$ cat src/rtl/cmp_iter_mag.sv
// cmp_iter_mag - multi-cycle magnitude comparator for the ALU compare path.
//
// Scans the operands CHUNK bits per cycle from the most significant chunk
// down to chunk 0 and reports one-hot gt/eq/lt flags. Signed compares are
// turned into unsigned ones by flipping the sign bit of both operands at
// capture time.
//
// Optional build macro: CMP_ITER_EARLY_EXIT_EN
//   When defined, the scan ends at the first differing chunk. Only the latency
//   changes; the flag values are the same in both builds.
//
// Ports:
//   clk        rising-edge clock
//   rst_n      asynchronous active-low reset
//   in_valid   operands and mode valid
//   in_ready   block can accept new operands (IDLE only)
//   a, b       operands, WIDTH bits
//   is_signed  1 = two's-complement compare, 0 = unsigned
//   out_valid  result flags valid (DONE only)
//   out_ready  consumer accepts result
//   gt/eq/lt   one-hot compare result, held until the next result
//
// States:
//   IDLE | waiting for operands, in_ready=1
//   SCAN | comparing chunk idx, one chunk per cycle
//   DONE | result presented, waiting for out_ready
module cmp_iter_mag #(
  parameter int WIDTH = 32,
  parameter int CHUNK = 8
) (
  input  logic             clk,
  input  logic             rst_n,
  input  logic             in_valid,
  output logic             in_ready,
  input  logic [WIDTH-1:0] a,
  input  logic [WIDTH-1:0] b,
  input  logic             is_signed,
  output logic             out_valid,
  input  logic             out_ready,
  output logic             gt,
  output logic             eq,
  output logic             lt
);

  localparam int NCHUNK = WIDTH / CHUNK;
  localparam int IDX_W  = (NCHUNK > 1) ? $clog2(NCHUNK) : 1;
  localparam logic [IDX_W-1:0] IDX_LAST = IDX_W'(NCHUNK - 1);

  if (CHUNK < 1 || (WIDTH % CHUNK) != 0) begin : g_bad_params
    $error("cmp_iter_mag: WIDTH must be a multiple of CHUNK");
  end

  typedef enum logic [1:0] {
    IDLE = 2'd0,
    SCAN = 2'd1,
    DONE = 2'd2
  } state_t;

  state_t           state_q, state_d;
  logic [WIDTH-1:0] a_q, a_d;
  logic [WIDTH-1:0] b_q, b_d;
  logic [IDX_W-1:0] idx_q, idx_d;
  logic             decided_q, decided_d;
  logic             res_gt_q, res_gt_d;   // direction of the first differing chunk
  logic             gt_q, gt_d;
  logic             eq_q, eq_d;
  logic             lt_q, lt_d;

  logic [CHUNK-1:0] a_ch [NCHUNK];
  logic [CHUNK-1:0] b_ch [NCHUNK];
  logic [CHUNK-1:0] a_cur, b_cur;
  logic             chunk_ne, chunk_gt, finish;

  for (genvar i = 0; i < NCHUNK; i++) begin : g_chunk
    assign a_ch[i] = a_q[i*CHUNK +: CHUNK];
    assign b_ch[i] = b_q[i*CHUNK +: CHUNK];
  end

  assign a_cur    = a_ch[idx_q];
  assign b_cur    = b_ch[idx_q];
  assign chunk_ne = (a_cur != b_cur);
  assign chunk_gt = (a_cur > b_cur);

  always_comb begin
    state_d   = state_q;
    a_d       = a_q;
    b_d       = b_q;
    idx_d     = idx_q;
    decided_d = decided_q;
    res_gt_d  = res_gt_q;
    gt_d      = gt_q;
    eq_d      = eq_q;
    lt_d      = lt_q;
    finish    = 1'b0;

    case (state_q)
      IDLE: begin
        if (in_valid) begin
          a_d = a;
          b_d = b;
          // Sign-bias: flipping the MSB maps two's complement onto unsigned order.
          if (is_signed) begin
            a_d[WIDTH-1] = ~a[WIDTH-1];
            b_d[WIDTH-1] = ~b[WIDTH-1];
          end
          idx_d     = IDX_LAST;
          decided_d = 1'b0;
          res_gt_d  = 1'b0;
          state_d   = SCAN;
        end
      end
      SCAN: begin
        if (!decided_q && chunk_ne) begin
          decided_d = 1'b1;
          res_gt_d  = chunk_gt;
        end
        if (idx_q == '0) begin
          finish = 1'b1;
        end
`ifdef CMP_ITER_EARLY_EXIT_EN
        else if (!decided_q && chunk_ne) begin
          finish = 1'b1;
        end
`endif
        else begin
          idx_d = idx_q - IDX_W'(1);
        end
        // The visible flags only change on entry to DONE, so they never show a
        // partial result while out_valid is low.
        if (finish) begin
          gt_d    = decided_d & res_gt_d;
          lt_d    = decided_d & ~res_gt_d;
          eq_d    = ~decided_d;
          state_d = DONE;
        end
      end
      DONE: begin
        if (out_ready) begin
          state_d = IDLE;
        end
      end
      default: state_d = IDLE;
    endcase
  end

  always_ff @(posedge clk or negedge rst_n) begin
    if (!rst_n) begin
      state_q   <= IDLE;
      a_q       <= '0;
      b_q       <= '0;
      idx_q     <= '0;
      decided_q <= 1'b0;
      res_gt_q  <= 1'b0;
      gt_q      <= 1'b0;
      eq_q      <= 1'b0;
      lt_q      <= 1'b0;
    end else begin
      state_q   <= state_d;
      a_q       <= a_d;
      b_q       <= b_d;
      idx_q     <= idx_d;
      decided_q <= decided_d;
      res_gt_q  <= res_gt_d;
      gt_q      <= gt_d;
      eq_q      <= eq_d;
      lt_q      <= lt_d;
    end
  end

  assign in_ready  = (state_q == IDLE);
  assign out_valid = (state_q == DONE);
  assign gt        = gt_q;
  assign eq        = eq_q;
  assign lt        = lt_q;

endmodule

$ cat config.mk
export PLATFORM = sky130hd
export DESIGN_NAME = cmp_iter_mag
export DESIGN_NICKNAME = d
export VERILOG_FILES = /design/src/rtl/cmp_iter_mag.sv
export SDC_FILE = /design/constraint.sdc
export NUM_CORES = 1
export LEC_CHECK = 0
export CORE_MARGIN = 4
export CORE_UTILIZATION = 27
export CTS_BUF_LIST = sky130_fd_sc_hd__clkbuf_4 sky130_fd_sc_hd__clkbuf_8
export DETAILED_ROUTE_END_ITERATION = 16
export PLACE_DENSITY_LB_ADDON = 0.08
export SYNTH_ARGS = -nofsm -noshare
export SYNTH_HDL_FRONTEND = slang
export SYNTH_SLANG_ARGS = --single-unit
$ cat constraint.sdc
create_clock -name clk -period 3.5 [get_ports clk]
set_clock_uncertainty 0.2 [all_clocks]
set_input_delay 0.525 -clock clk [delete_from_list [all_inputs] [get_ports clk]]
set_output_delay 0.525 -clock clk [all_outputs]
set_load 0.02 [all_outputs]
==> flow_summary.toml <==
[detailed_routing]
drc = 0
wl_per_cell_microns = 16.0
drtPass1Iterations = 4
ant_nets = 0
dr_total_vias = 2172
viasPerCell = 4.43
initialDrtViolationCount = 71
routed_wirelength_microns = 7820

[global_routing]
grt_pass1_wl_microns = 12600
track_usage_pct = 11.3
grt_pass1_vias = 2355
grt_max_degree = 74
antenna_found_initial = 0
overflow = 0

[critical_path]
critPathMaxStageDelay_ns = 0.92
crit_required_ns = 3.54
criticalPathCategory = "reg2reg"
crit_arrival_ns = 2.97
crit_buf_inv = 0
start_kind = "flop"
crit_fanout = 19
worstPathCellList = "mux4_2 > ha_1 > a21oi_1 > o21ai_0 > o22ai_1 > o41ai_1"
slowest_stage = "dfrtp_1"
cp-end-kind = "flop"
crit_family = "compound AO/OA/AOI/OAI gates"

[clock_network]
clk_latency_ns = 0.35
cts_hold_buf = 0
clkSinkCount = 73
cts_htree_levels = 3
cts_buffer_depth = 2
clock-root-buffer = "clkbuf_8"
cts_buffers = 9
postCtsSetupBuffers = 0
cts_tree = "yes"
clk_pin_slew_ns = 0.08
cts_resized = 0

[run]
cap_viol_max_count = 0

[sta]
final.min_clock_period_ns = 2.93
setup_ws_ns = 0.569
max_freq_ghz = 0.341
rsz0062_at_grt = "false"
finalMaxSlewViolations = 0
setup_viol = 0
max-slew-margin-rel_pct = 36.4
fin_crit_sh_pct = 83.7
tightestPinTransition_ns = 0.954
tns_ns = 0
hold_violations = 0

[power]
sw_frac_of_total_pct = 33.4
intPower_mw = 2.69
combPwrFrac_pct = 43.1
p_clk_share_pct = 18.0
pwr_density_cell_nw_per_um2 = 886
seqPwrFrac_pct = 38.8
switchingPower_mw = 1.35
max-vdd-ir-drop_mv = 0.231
power.leakage_nw = 1.87

[cells_and_area]
drive_gt1_share_pct = 31.1
area_growth_syn_to_layout_pct = 31.6
n_fill_cell = 1234
n_antenna_cell = 0
layout.nets = 391
ff_latch_area_sq_um = 1830
multi_input_area_sq_um = 1500

[placed_design]
portBuffers = 73
gp_congestion = 0.766
place_ws_ns = 0.574
dp_hpwl_microns = 5640

[yosys]
ys_seq_area_share_pct = 52.7
synth_nets = 317
synthesis.area_sq_um = 3470
yosysUniqueCellTypes = 29
postSynthAreaPerCell_sq_um = 14.5
synth_warnings = 0
ys_seq_elements = 73
synthCells = 239

[hold_path]
hp-class = "in2async"

[status]
status = "completed"

[floorplan]
die_h_microns = 121
ioPinCount = 74
fp.dieW_microns = 121
num_rows = 41
initial_core_util_pct = 27.6
die_area_sq_um = 14700
core-area_sq_um = 12600
==> per-layer routing <==
layer | global-route usage (%) | share of wire, % | up-vias
li1 | - | - | 1021
met1 | 14.2 | 45 | 1096
met2 | 18.7 | 50 | 50
met3 | 4.20 | 4.2 | 5
met4 | 2.52 | 0.97 | 0
met5 | 0 | 0 | -
==> registers in the layout (all words and copies together) (netlist names) <==
name       flops
eq             1
gt             1
state_q        2
decided_q      1
idx_q          2
a_q           32
res_gt_q       1
b_q           32
lt             1
==> cells in the final DEF (no fill, tap or decap) <==
master	count
mux2i_1	2
and4_1	2
clkinvlp_4	4
a21oi_1	6
xnor2_1	2
a211oi_1	1
ha_1	9
mux2_2	60
clkdlybuf4s50_1	72
o21a_1	1
inv_1	14
nand3b_4	1
bufinv_16	2
nand2b_1	2
o21ai_0	7
o22ai_1	1
o22a_1	2
a21o_1	1
o41a_1	1
a21oi_2	1
mux4_2	16
a31o_1	1
nor2_4	1
nor3_1	2
nor2_1	9
o31ai_1	1
clkinv_2	1
clkbuf_8	9
buf_4	4
nand2_1	7
o41ai_1	1
dfrtp_1	73
mux2_1	2
==> worst paths after layout <==
| check | from | endpoint | slack [ns] | depth (start not counted) |
|---|---|---|---|---|
| worst max-delay path | idx_q[1] | res_gt_q | 0.57 | 6 |
| worst min-delay path | rst_n | a_q[10] | 0.13 | 1 |
| worst max register to register | idx_q[1] | res_gt_q | 0.57 | 6 |
| worst min register to register | a_q[28] | a_q[28] | 0.30 | 1 |
| max in group asynchronous | rst_n | b_q[5] | 2.37 | 1 |
| min in group clk | a_q[28] | a_q[28] | 0.30 | 1 |
==> logic make-up (layout without fill, tap and decap cells) <==
kind of cell               Yosys count  after routing  share of synthesized area (%)
muxes                               80             80                           31.1
xor gates and xnor gates             2              2                          0.506
AOI/OAI and AO/OA                   24             24                           4.51
adders and majority gates            9              9                           3.25
and+or+nand+nor                     24             24                           3.57
DFF                                 73             73                           52.7
buffers and inverters               27            106                           4.33
==> synth_stat cells, drive strengths merged <==
master | instances | area, sq um
dfrtp | 73 | 1830
mux2 | 62 | 698
mux4 | 16 | 360
inv | 14 | 52.6
buf | 13 | 97.6
nor2 | 10 | 37.5
ha | 9 | 113
a21oi | 7 | 38.8
nand2 | 7 | 26.3
o21ai | 7 | 35.0
and4 | 2 | 17.5
mux2i | 2 | 20.0
nand2b | 2 | 12.5
nor3 | 2 | 10.0
o22a | 2 | 17.5
xnor2 | 2 | 17.5
a211oi | 1 | 7.51
a21o | 1 | 7.51
a31o | 1 | 8.76
nand3b | 1 | 20.0
o21a | 1 | 7.51
o22ai | 1 | 6.26
o31ai | 1 | 7.51
o41a | 1 | 11.3
o41ai | 1 | 8.76
==> metrics by stage <==
stage	util (%)	power (mW)	hold slack (ns)	instance area, sq um	instances
after global routing	36.3	4.39	0.191	4560	490
after CTS	36.3	4.12	0.171	4560	490
after floorplan	-	2.88	0.0294	3470	239
after global placement	34.5	3.34	0.285	4340	474
after detailed placement	34.5	3.37	0.282	4340	474
final	36.3	4.04	0.128	4560	490
==> layout make-up <==
type,instances,area share [%]
Tap cell,172,4.72
Inverter,14,1.15
Clock inverter,7,2.09
Multi-Input combinational cell,139,32.8
Timing Repair Buffer,76,16.5
Sequential cell,73,40.1
Clock buffer,9,2.72
==> power by group through the flow <==
stage | clock network (mW) | registers [mW] | logic (mW)
2_1_floorplan | 0 | 1.45 | 1.43
6_report | 0.729 | 1.57 | 1.74
4_1_cts | 0.758 | 1.58 | 1.78
3_3_place_gp | 0 | 1.61 | 1.73
3_5_place_dp | 0 | 1.60 | 1.77
5_1_grt | 0.798 | 1.63 | 1.96
Note: power is estimated with default switching activity, not from simulation.
